===== config.mk =====
export PLATFORM = sky130hd
export DESIGN_NAME = match_result_uart_tx
export DESIGN_NICKNAME = d
export VERILOG_FILES = /design/src/rtl/match_result_uart_tx.sv
export SDC_FILE = /design/constraint.sdc
export NUM_CORES = 1
export LEC_CHECK = 0
export CAP_MARGIN = 20
export CORE_UTILIZATION = 50
export CTS_CLUSTER_DIAMETER = 120
export CTS_CLUSTER_SIZE = 12
export DETAILED_ROUTE_END_ITERATION = 10
export PLACE_DENSITY = 0.78
export REMOVE_ABC_BUFFERS = 1
export SLEW_MARGIN = 5
export SYNTH_ARGS = -nofsm -noshare
export SYNTH_HDL_FRONTEND = slang
export SYNTH_SLANG_ARGS = --single-unit
export TNS_END_PERCENT = 100

===== constraint.sdc =====
create_clock -name clock -period 2.8 [get_ports clock]
set_clock_uncertainty 0.15 [all_clocks]
set_input_delay 0.56 -clock clock [delete_from_list [all_inputs] [get_ports clock]]
set_output_delay 0.56 -clock clock [all_outputs]
set_load 0.01 [all_outputs]

===== src/rtl/match_result_uart_tx.sv =====
// Serializes a template-match result (or a no-match indication) as an 8N1 UART packet and
// pulses UARTsendComplete once the final stop bit has left the line.
module match_result_uart_tx #(
    parameter int unsigned CLKS_PER_BIT = 434
) (
    input  logic       clock,
    input  logic       reset,
    input  logic       valid,
    input  logic       no_match,
    input  logic [9:0] x_in,
    input  logic [8:0] y_in,
    output logic       tx,
    output logic       busy,
    output logic       UARTsendComplete
);

    localparam int unsigned BaudW = (CLKS_PER_BIT > 1) ? $clog2(CLKS_PER_BIT) : 1;
    localparam logic [BaudW-1:0] BaudMax = BaudW'(CLKS_PER_BIT - 1);

    typedef enum logic [2:0] {StIdle, StStart, StData, StStop, StDone} state_e;

    state_e            state_q, state_d;
    logic [BaudW-1:0]  baud_q, baud_d;
    logic [2:0]        bit_q, bit_d;
    logic [2:0]        byte_q, byte_d;
    logic              is_match_q, is_match_d;
    logic [9:0]        x_q, x_d;
    logic [8:0]        y_q, y_d;
    logic              armed_q, armed_d;
    logic              tx_q, tx_d;
    logic              busy_q, busy_d;
    logic              done_q, done_d;

    logic [7:0]        cur_byte;
    logic [2:0]        last_byte;
    logic              baud_tick;

    assign baud_tick = (baud_q == BaudMax);
    assign last_byte = is_match_q ? 3'd4 : 3'd0;

    always_comb begin
        case (byte_q)
            3'd0:    cur_byte = is_match_q ? 8'h4D : 8'h4E;
            3'd1:    cur_byte = {6'b0, x_q[9:8]};
            3'd2:    cur_byte = x_q[7:0];
            3'd3:    cur_byte = {7'b0, y_q[8]};
            default: cur_byte = y_q[7:0];
        endcase
    end

    always_comb begin
        state_d    = state_q;
        baud_d     = baud_q;
        bit_d      = bit_q;
        byte_d     = byte_q;
        is_match_d = is_match_q;
        x_d        = x_q;
        y_d        = y_q;
        armed_d    = armed_q;

        case (state_q)
            StIdle: begin
                baud_d = '0;
                bit_d  = '0;
                byte_d = '0;
                if (armed_q && (valid || no_match)) begin
                    state_d    = StStart;
                    armed_d    = 1'b0;
                    is_match_d = valid;
                    if (valid) begin
                        x_d = x_in;
                        y_d = y_in;
                    end
                end else if (!valid && !no_match) begin
                    // Re-arm only on a request-low cycle so a held level is sent once.
                    armed_d = 1'b1;
                end
            end
            StStart: begin
                baud_d = baud_tick ? '0 : baud_q + 1'b1;
                if (baud_tick) begin
                    state_d = StData;
                    bit_d   = '0;
                end
            end
            StData: begin
                baud_d = baud_tick ? '0 : baud_q + 1'b1;
                if (baud_tick) begin
                    if (bit_q == 3'd7) begin
                        state_d = StStop;
                    end else begin
                        bit_d = bit_q + 3'd1;
                    end
                end
            end
            StStop: begin
                baud_d = baud_tick ? '0 : baud_q + 1'b1;
                if (baud_tick) begin
                    if (byte_q == last_byte) begin
                        state_d = StDone;
                    end else begin
                        byte_d  = byte_q + 3'd1;
                        state_d = StStart;
                    end
                end
            end
            StDone: begin
                state_d = StIdle;
            end
            default: begin
                state_d = StIdle;
            end
        endcase

        // Outputs are decoded from the next state so they register on the same edge.
        case (state_d)
            StStart: tx_d = 1'b0;
            StData:  tx_d = cur_byte[bit_d];
            default: tx_d = 1'b1;
        endcase
        busy_d = (state_d != StIdle);
        done_d = (state_d == StDone);
    end

    always_ff @(posedge clock or negedge reset) begin
        if (!reset) begin
            state_q    <= StIdle;
            baud_q     <= '0;
            bit_q      <= '0;
            byte_q     <= '0;
            is_match_q <= 1'b0;
            x_q        <= '0;
            y_q        <= '0;
            armed_q    <= 1'b1;
            tx_q       <= 1'b1;
            busy_q     <= 1'b0;
            done_q     <= 1'b0;
        end else begin
            state_q    <= state_d;
            baud_q     <= baud_d;
            bit_q      <= bit_d;
            byte_q     <= byte_d;
            is_match_q <= is_match_d;
            x_q        <= x_d;
            y_q        <= y_d;
            armed_q    <= armed_d;
            tx_q       <= tx_d;
            busy_q     <= busy_d;
            done_q     <= done_d;
        end
    end

    assign tx               = tx_q;
    assign busy             = busy_q;
    assign UARTsendComplete = done_q;

endmodule

==> impl_results.md, run 1 <==
- Final critical-path share of the clock period: 94.3%
- Seq/Total Area, Yosys: 46.6%
- Max clock buf depth: 2
- Routed Antenna Nets: 0
- Post-synthesis cell count: 215
- Max_slew headroom: 37.1%
- Yosys warning count: 0
- Crit path DAT: 2710 ps
- Critical path data required time: 2880 ps
- Die Span X: 69.2 µm
- RSZ-0062 raised after global routing: false
- Worst vdd ir: 0.271 mV
- Clock root cell: clkbuf_8
- Routed len/inst: 14.9 µm
- Largest net degree at the start of global routing: 43
- Fillers: 358
- Post-Layout Inst Area: 2710 µm²
- Most common cell after layout, fill and taps aside: dfrtp_1
- Total Wirelength: 4460 µm
- Die height: 69.2 µm
- Syn_area_per_cell: 10.5 µm²
- Worst setup path class: flop to flop
- #FFs+latches synth: 42
- Post-synth EDFFs: 0
- F_max: 379 MHz
- First-pass GRT wire length: 7800 µm
- Number of inserted diodes: 0
- Synthesized area: 2260 µm²
- H-tree depth: 2
- Post-layout util: 62.1%
- Max-slew violations: 0
- Num ports: 26
- Worst skew pair latency: 300 ps
- Ys async rst share: 100%
- Syn-to-layout area delta: 19.6%
- Max Cap Viol: 0
- Pre-antenna DRT Iters: 4
- CTS tree: done
- Commonest cells after routing, fill and taps aside: 40 x dfrtp_1, 24 x clkdlybuf4s50_1, 22 x nand2_1
- Clock sink count: 42
- Number of global-route vias before repair: 1,707
- CP Max Fanout: 8
- All-Layer GR Usage: 20.3%
- Final min period: 2640 ps
- Status: finished clean
- Worst setup EP type: flop
- Initial core utilization: 51.9%
- DPL Wire Length: 3180 µm
- Placer Congestion: 0.924
- Initial antenna violation count: 0
- Hold crit path type: input pin to asynchronous set/reset pin
- Leakage: 1.22 nW
- Setup WS pre-CTS: 71.9 ps
- Placed Area: 2590 µm²
- Row Count: 24
- Nets: 278
- DR vias/cell: 5.89
- Post-route DRC violation count: 0
- Synth cell types: 44
- Ys flop type: dfrtp_1
- PwrDens: 386 nW/µm²
- Die ar.: 4790 µm²
- Final worst slack: 160 ps
- Startpoint Class: flop
- Worst-path clk slew: 80 ps
- TNS Setup: 0 ps
- Count of input and output buffers: 25
- GRT overflow: 0
- DR iter-0 viols: 102
- CTS buffer count: 5
- Total core area: 4350 µm²
- Final Hold Viols: 0
- Share of cells above drive strength 1: 21.4%
- Vias: 1,766
- Worst slew pin tran: 943 ps
- Final-report setup violation count: 0
## critical path, stage by stage, from the launching register on
cell and delay, ps:
dfrtp_1 420, or4b_4 560, o31a_1 350, o31ai_4 280
nand2_2 170, mux2_4 330, a211oi_2 240, a211oi_2 70
## cells in the mapped netlist (2+ instances only)
| cell type | n | area, µm² |
|---|---|---|
| o31a_1 | 3 | 26.3 |
| o41ai_1 | 2 | 17.5 |
| nor2b_1 | 3 | 18.8 |
| nor3_1 | 2 | 10.0 |
| nand2_1 | 22 | 82.6 |
| dfstp_2 | 2 | 52.6 |
| mux2_2 | 21 | 236 |
| xor2_1 | 4 | 35.0 |
| a211oi_2 | 2 | 25.0 |
| or3_1 | 3 | 18.8 |
| nand4_1 | 3 | 18.8 |
| a21oi_1 | 4 | 20.0 |
| buf_2 | 2 | 10.0 |
| nand3_1 | 12 | 60.1 |
| o21ai_0 | 20 | 100 |
| ha_1 | 8 | 100 |
| mux2i_1 | 3 | 30.0 |
| clkbuf_1 | 6 | 22.5 |
| nor2_1 | 11 | 41.3 |
| dfrtp_1 | 40 | 1000 |
| nor4_1 | 6 | 37.5 |
| or4b_1 | 2 | 20.0 |
| o211ai_1 | 3 | 22.5 |
| inv_1 | 9 | 33.8 |
| nand2b_1 | 3 | 18.8 |
## worst paths after layout
kind / from / cells past startpoint / endpoint / slack [ps]
setup / recovery: baud_q[6] / 7 / tx / 160
hold / removal: reset / 1 / baud_q[5] / 250
setup reg to reg: baud_q[6] / 7 / tx / 160
hold reg to reg: x_q[1] / 1 / x_q[1] / 370
max in group asynchronous: reset / 1 / baud_q[0] / 1650
min in group clock: x_q[1] / 1 / x_q[1] / 370
## area by class of cell
type | instances | area [µm²] | share of cell area, %
Multi-Input combinational cell | 156 | 1160 | 42.8
Tap cell | 52 | 65.1 | 2.41
Clock buffer | 5 | 68.8 | 2.54
Clock inverter | 3 | 21.3 | 0.786
Inverter | 9 | 33.8 | 1.25
Sequential cell | 42 | 1050 | 38.9
Timing Repair Buffer | 33 | 305 | 11.3
## per-layer routing
| layer | part of all wire [%] | GRT usage, % | vias up | routed length [µm] |
|---|---|---|---|---|
| met3 | 4.6 | 4.80 | 8 | 203 |
| met4 | 1.7 | 7.48 | 0 | 76 |
| met1 | 46 | 26.6 | 866 | 2070 |
| met5 | 0 | 0 | - | 0 |
| li1 | - | - | 845 | - |
| met2 | 47 | 32.9 | 47 | 2110 |
## what timing repair did
item / 4_1_cts / 5_1_grt
buffers inserted: 0 / 1
gates resized for setup: 0 / 3
hold buffers: 0 / 0
setup endpoints to repair: 0 / 1
## report_power, final
group          internal, mW  switching, mW  leakage [nW]
Combinational        0.0263         0.0154         0.620
Sequential            0.606              0         0.555
Clock                 0.175          0.221        0.0441
Total                 0.808          0.236          1.22
## logic make-up after synthesis
kind of cell / Yosys count / share of synthesized area [%]
flip-flops: 42 / 46.6
AO/OA/AOI/OAI: 44 / 14.7
buffers and inverters: 17 / 2.93
AND/OR/NAND/NOR: 74 / 17.0
XOR/XNOR: 5 / 1.94
adder cells (fa/ha/maj): 8 / 4.43
multiplexers: 25 / 12.5
## flip-flops by register name, indices dropped and copies added (netlist names)
register,cells
bit_q,3
y_q,9
armed_q,1
x_q,10
baud_q,9
UARTsendComplete,1
byte_q,3
busy,1
tx,1
state_q,3
is_match_q,1
## through the flow
step / cells / hold slack (ps) / total power, mW
6_report: 300 / 247 / 1.04
5_1_grt: 300 / 315 / 1.08
4_1_cts: 299 / 264 / 1.06
3_5_place_dp: 291 / 348 / 0.661
3_3_place_gp: 291 / 339 / 0.660
2_1_floorplan: 207 / 114 / 0.619
Note: power is estimated with default switching activity, not from simulation.
==> run 2: changes to the inputs <==
--- a/config.mk
+++ b/config.mk
@@ -10,6 +10,7 @@
 export CTS_CLUSTER_DIAMETER = 120
 export CTS_CLUSTER_SIZE = 12
 export DETAILED_ROUTE_END_ITERATION = 10
+export GPL_TIMING_DRIVEN = 0
 export PLACE_DENSITY = 0.78
 export REMOVE_ABC_BUFFERS = 1
 export SLEW_MARGIN = 5
==> constraint.sdc (replaced) <==
create_clock -name clock -period 2.8 [get_ports clock]
set_clock_uncertainty 0.15 [all_clocks]
set_input_delay 0.84 -clock clock [delete_from_list [all_inputs] [get_ports clock]]
set_output_delay 0.84 -clock clock [all_outputs]
set_load 0.01 [all_outputs]
==> impl_results.md, run 2 (synthesized netlist as in run 1, its figures left out) <==
- Num ports: 26
- DR top layer: met4
- DR iter-0 viols: 117
- Metal-1 WL: 2070 µm
- GRT overflow: 0
- Die height: 69.2 µm
- Placed Area: 2570 µm²
- CP Max Fanout: 8
- Initial core utilization: 51.9%
- RSZ-0062 raised after global routing: false
- Final critical-path share of the clock period: 96.3%
- Nets: 272
- Clock sink count: 42
- Worst setup path class: flop to flop
- Worst-path clk slew: 70 ps
- Placer Congestion: 0.870
- Final-report setup violation count: 0
- Post-route DRC violation count: 0
- Max_slew headroom: 48.3%
- Routed len/inst: 14.3 µm
- Worst setup EP type: flop
- Startpoint Class: flop
- Vias: 1,709
- Total Wirelength: 4210 µm
- Routed Antenna Nets: 0
- Most common cell after layout, fill and taps aside: dfrtp_1
- Biggest register: x_q
- Post-Layout Inst Area: 2700 µm²
- Setup WS pre-CTS: -54.8 ps
- DR vias/cell: 5.81
- Die Span X: 69.2 µm
- Met2 Wirelength: 1930 µm
- Clock root cell: clkbuf_8
- Crit path DAT: 2760 ps
- Max Cap Viol: 0
- Hold_buf cts: 0
- Syn-to-layout area delta: 19.3%
- PwrDens: 388 nW/µm²
- Count of input and output buffers: 25
- Number of inserted diodes: 0
- Share of cells above drive strength 1: 19.4%
- Number of global-route vias before repair: 1,607
- R2R Path Start: baud_q[6]
- Flop2flop setup slack: 100 ps
- Final min period: 2700 ps
- TNS Setup: 0 ps
- Worst vdd ir: 0.260 mV
- Pre-antenna DRT Iters: 8
- Status: finished clean
- Final Hold Viols: 0
- Worst skew pair latency: 290 ps
- RR Endpoint: tx
- H-tree depth: 2
- Max-slew violations: 0
- Worst Reg-to-Reg Cells: 8
- CTS buffer count: 5
- Die ar.: 4790 µm²
- Worst slew pin tran: 776 ps
- Leakage: 1.20 nW
- All-Layer GR Usage: 19.3%
- Row Count: 24
- First-pass GRT wire length: 7350 µm
- Max clock buf depth: 2
- Total core area: 4350 µm²
- Max reg flops: 10
- Met3 Wirelength: 133 µm
- CTS tree: done
- DPL Wire Length: 3150 µm
- Final worst slack: 105 ps
- F_max: 371 MHz
- Initial antenna violation count: 0
- Critical path data required time: 2870 ps
- Power Total: 1.05 mW
- Largest regs: x_q: 10 flops, baud_q: 9 flops, y_q: 9 flops
- Largest net degree at the start of global routing: 24
- Hold crit path type: input pin to asynchronous set/reset pin
- Commonest cells after routing, fill and taps aside: 40 x dfrtp_1, 24 x clkdlybuf4s50_1, 22 x nand2_1
run 2: layer usage:
metal | track usage, % | vias to the layer above
met5 | 0 | -
met4 | 7.71 | 0
met3 | 4.36 | 7
met2 | 30.2 | 32
met1 | 26.0 | 841
li1 | - | 829
run 2: layout make-up:
class / count / area, µm²
fill: 358 / 1660
multi-input combinational: 156 / 1170
sequential: 42 / 1050
timing repair buffer: 27 / 280
clock buffer: 7 / 86.3
tap: 52 / 65.1
inverter: 9 / 33.8
clock inverter: 1 / 5.00
run 2: worst max-delay path, cell delays in order (launching register included):
cell,delay [ps]
dfrtp_1,430
or4b_4,630
nor3_4,220
mux2i_1,140
inv_1,170
o21ai_0,110
or4b_1,540
a211oi_2,170
a211oi_2,60
run 2: worst max path at each step:
stage | from | endpoint | cells past startpoint
2_1_floorplan | baud_q[2] | tx | 7
3_3_place_gp | reset | y_q[2] | 1
3_5_place_dp | valid | y_q[8] | 3
4_1_cts | state_q[2] | y_q[8] | 3
5_1_grt | baud_q[6] | tx | 8
6_report | baud_q[6] | tx | 8
run 2: per-stage QoR:
stage	util [%]	instances	hold WS (ps)
2_1_floorplan	-	207	323
3_3_place_gp	58.4	284	339
3_5_place_dp	58.9	285	343
4_1_cts	61.1	293	348
5_1_grt	62.0	294	368
6_report	62.0	294	335
run 2: timing repair:
action,in CTS,in global routing
gates resized for setup,1,5
buffers inserted,0,1
cloned,0,0
pin swaps,0,3
endpoints found under the setup margin,1,20
run 2: power by group:
group	leakage, nW	switching [mW]	internal, mW
logic	0.598	0.0158	0.0303
clock network	0.0482	0.197	0.199
registers	0.555	0	0.606
==> run 3: changes to the inputs <==
--- a/config.mk
+++ b/config.mk
@@ -5,13 +5,14 @@
 export SDC_FILE = /design/constraint.sdc
 export NUM_CORES = 1
 export LEC_CHECK = 0
+export ABC_AREA = 1
 export CAP_MARGIN = 20
-export CORE_UTILIZATION = 50
+export CORE_UTILIZATION = 51
 export CTS_CLUSTER_DIAMETER = 120
 export CTS_CLUSTER_SIZE = 12
 export DETAILED_ROUTE_END_ITERATION = 10
 export GPL_TIMING_DRIVEN = 0
-export PLACE_DENSITY = 0.78
+export PLACE_DENSITY = 0.79
 export REMOVE_ABC_BUFFERS = 1
 export SLEW_MARGIN = 5
 export SYNTH_ARGS = -nofsm -noshare
==> impl_results.md, run 3 <==
- Status: finished clean
- Syn-to-layout area delta: 15.6%
- Hold_buf cts: 0
- Post-layout util: 63.1%
- Max reg flops: 10
- Hold crit path type: input pin to asynchronous set/reset pin
- Max-slew violations: 0
- RSZ-0062 raised after global routing: false
- Yosys warning count: 0
- Row Count: 24
- R2R Path Start: state_q[2]
- CTS buffer count: 5
- Pre-antenna DRT Iters: 4
- Worst-path clk slew: 80 ps
- Synthesized area: 2460 µm²
- Total number of cells along the worst setup path: 5
- Num ports: 26
- #FFs+latches synth: 42
- Clock root cell: clkbuf_8
- Placed Area: 2760 µm²
- CP Max Fanout: 21
- Final-report setup violation count: 0
- Worst setup EP type: flop
- Vias: 1,782
- Ys async rst share: 100%
- DR iter-0 viols: 89
- Number of global-route vias before repair: 1,735
- Final Hold Viols: 0
- Worst path slowest cell: nand2_2
- Post-cts resize count: 0
- Nets: 319
- Die ar.: 5110 µm²
- H-tree depth: 2
- Max Cap Viol: 0
- Post-Layout Inst Area: 2840 µm²
- Post-CTS Setup Bufs: 0
- Total core area: 4500 µm²
- Multi-input gate area: 1220 µm²
- Startpoint Class: input pin
- Yosys top cell by area: dfrtp_1
- Worst slew pin tran: 621 ps
- Critical path data required time: 2830 ps
- DPL Wire Length: 3350 µm
- Initial core utilization: 54.6%
- Fin cells: 341
- Worst skew pair latency: 300 ps
- Max clock buf depth: 2
- Post-route DRC violation count: 0
- F_max: 420 MHz
- Most common cell after layout, fill and taps aside: dfrtp_1
- Total Wirelength: 4450 µm
- Hold_ws: 298 ps
- Placer Congestion: 0.841
- Routed len/inst: 13.1 µm
- Post-synth EDFFs: 0
- Largest regs: x_q: 10 flops, baud_q: 9 flops, y_q: 9 flops
- Seq/Total Area, Yosys: 42.8%
- Clock sink count: 42
- CTS tree: done
- DR vias/cell: 5.23
- Buffers & Inverters on Critical Path: 1
- Flop2flop setup slack: 650 ps
- Ys flop type: dfrtp_1
- RR Endpoint: y_q[5]
- Worst Reg-to-Reg Cells: 7
- Syn_area_per_cell: 9.54 µm²
- List of most frequent post-synthesis cells: 40 x dfrtp_1, 39 x nand2_1, 34 x inv_1
- Largest cells by area after synthesis: dfrtp_1 41%, mux2_4 10%, nand2_1 5.9%, inv_1 5.2%, nand3_1 4.7%
- Most frequent cell after synthesis: dfrtp_1
- Synth cell types: 42
- Die height: 71.5 µm
- PwrDens: 364 nW/µm²
- Post-synthesis cell count: 258
- Worst vdd ir: 0.240 mV
- All-Layer GR Usage: 20.0%
- Setup crit start: valid
- Share of cells above drive strength 1: 21.1%
- Crit path DAT: 2420 ps
- Leakage: 1.39 nW
- TNS Setup: 0 ps
- First-pass GRT wire length: 7890 µm
- Crit-path cells: clkdlybuf4s50_1 -> o21ai_2 -> nor2_4 -> nand2_2 -> mux2_2
- Top cell type's share of synthesized area: 40.7%
- Initial antenna violation count: 0
- Placed Instances: 333
- Count of input and output buffers: 25
- Worst setup path endpoint: y_q[8]
- CP top delay family: simple AND/OR/NAND/NOR gates
- Worst setup path class: input pin to flop
- Largest net degree at the start of global routing: 28
- GRT overflow: 0
- Final critical-path share of the clock period: 85.1%
- Die Span X: 71.5 µm
- CP peak stage delay: 460 ps
- Routed Antenna Nets: 0
- Register Area: 1050 µm²
- Final min period: 2380 ps
- Fillers: 376
- Number of inserted diodes: 0
- Max_slew headroom: 58.5%
- Biggest register: x_q
- Commonest cells after routing, fill and taps aside: 40 x dfrtp_1, 39 x nand2_1, 34 x inv_1
## run 3: changes by cell type in the layout (fill, tap and decap cells not counted), moves of 4 or more
cell,previous run,this run
inv_1,9,34
mux2_4,1,17
mux2_2,21,1
nand2_2,0,6
nand2_1,22,39
inv_2,0,8
o21ai_0,20,7
nor2_4,0,4
o22ai_1,0,4
nand3_1,11,23
a21oi_1,4,8
## run 3: routing by layer
layer  track usage (%)  up-vias  wire, µm  part of all wire, %
li1                  -      915         -                    -
met1              26.9      830      2120                   48
met2              32.3       32      2130                   48
met3              4.64        5       132                  3.0
met4              6.54        0        69                  1.5
met5                 0        -         0                    0
## run 3: final cells by class
| cell class | count | area share, % |
|---|---|---|
| Multi-Input combinational cell | 170 | 42.8 |
| Tap cell | 52 | 2.29 |
| Inverter | 43 | 5.76 |
| Timing Repair Buffer | 26 | 9.33 |
| Clock buffer | 8 | 2.82 |
| Sequential cell | 42 | 37.0 |
## run 3: cells by family after synthesis
| kind of cell | after synthesis | share of synthesized area, % |
|---|---|---|
| AO/OA/AOI/OAI | 35 | 9.71 |
| XOR/XNOR | 4 | 1.42 |
| adder cells (fa/ha/maj) | 8 | 4.07 |
| buffers and inverters | 46 | 7.78 |
| flip-flops | 42 | 42.8 |
| multiplexers | 18 | 10.8 |
| AND/OR/NAND/NOR | 105 | 23.4 |
## run 3: worst min-delay path by stage
stage | startpoint | endpoint | slack (ps)
3_3_place_gp | x_q[1] | x_q[1] | 340
4_1_cts | reset | baud_q[1] | 310
5_1_grt | reset | baud_q[1] | 320
2_1_floorplan | y_q[8] | y_q[8] | 330
6_report | reset | baud_q[3] | 300
3_5_place_dp | x_q[5] | x_q[5] | 350
## run 3: per-stage QoR
| stage | worst slack (ps) | power (mW) |
|---|---|---|
| 6_report | 417 | 1.03 |
| 3_5_place_dp | 76.6 | 0.665 |
| 3_3_place_gp | -301 | 0.661 |
| 2_1_floorplan | 691 | 0.619 |
| 5_1_grt | 339 | 1.08 |
| 4_1_cts | 392 | 1.05 |
## run 3: power by group
| part | internal, mW | switching [mW] | leakage [nW] |
|---|---|---|---|
| clock network | 0.177 | 0.205 | 0.0395 |
| logic | 0.0291 | 0.0164 | 0.806 |
| registers | 0.606 | 0 | 0.544 |
| total | 0.813 | 0.221 | 1.39 |
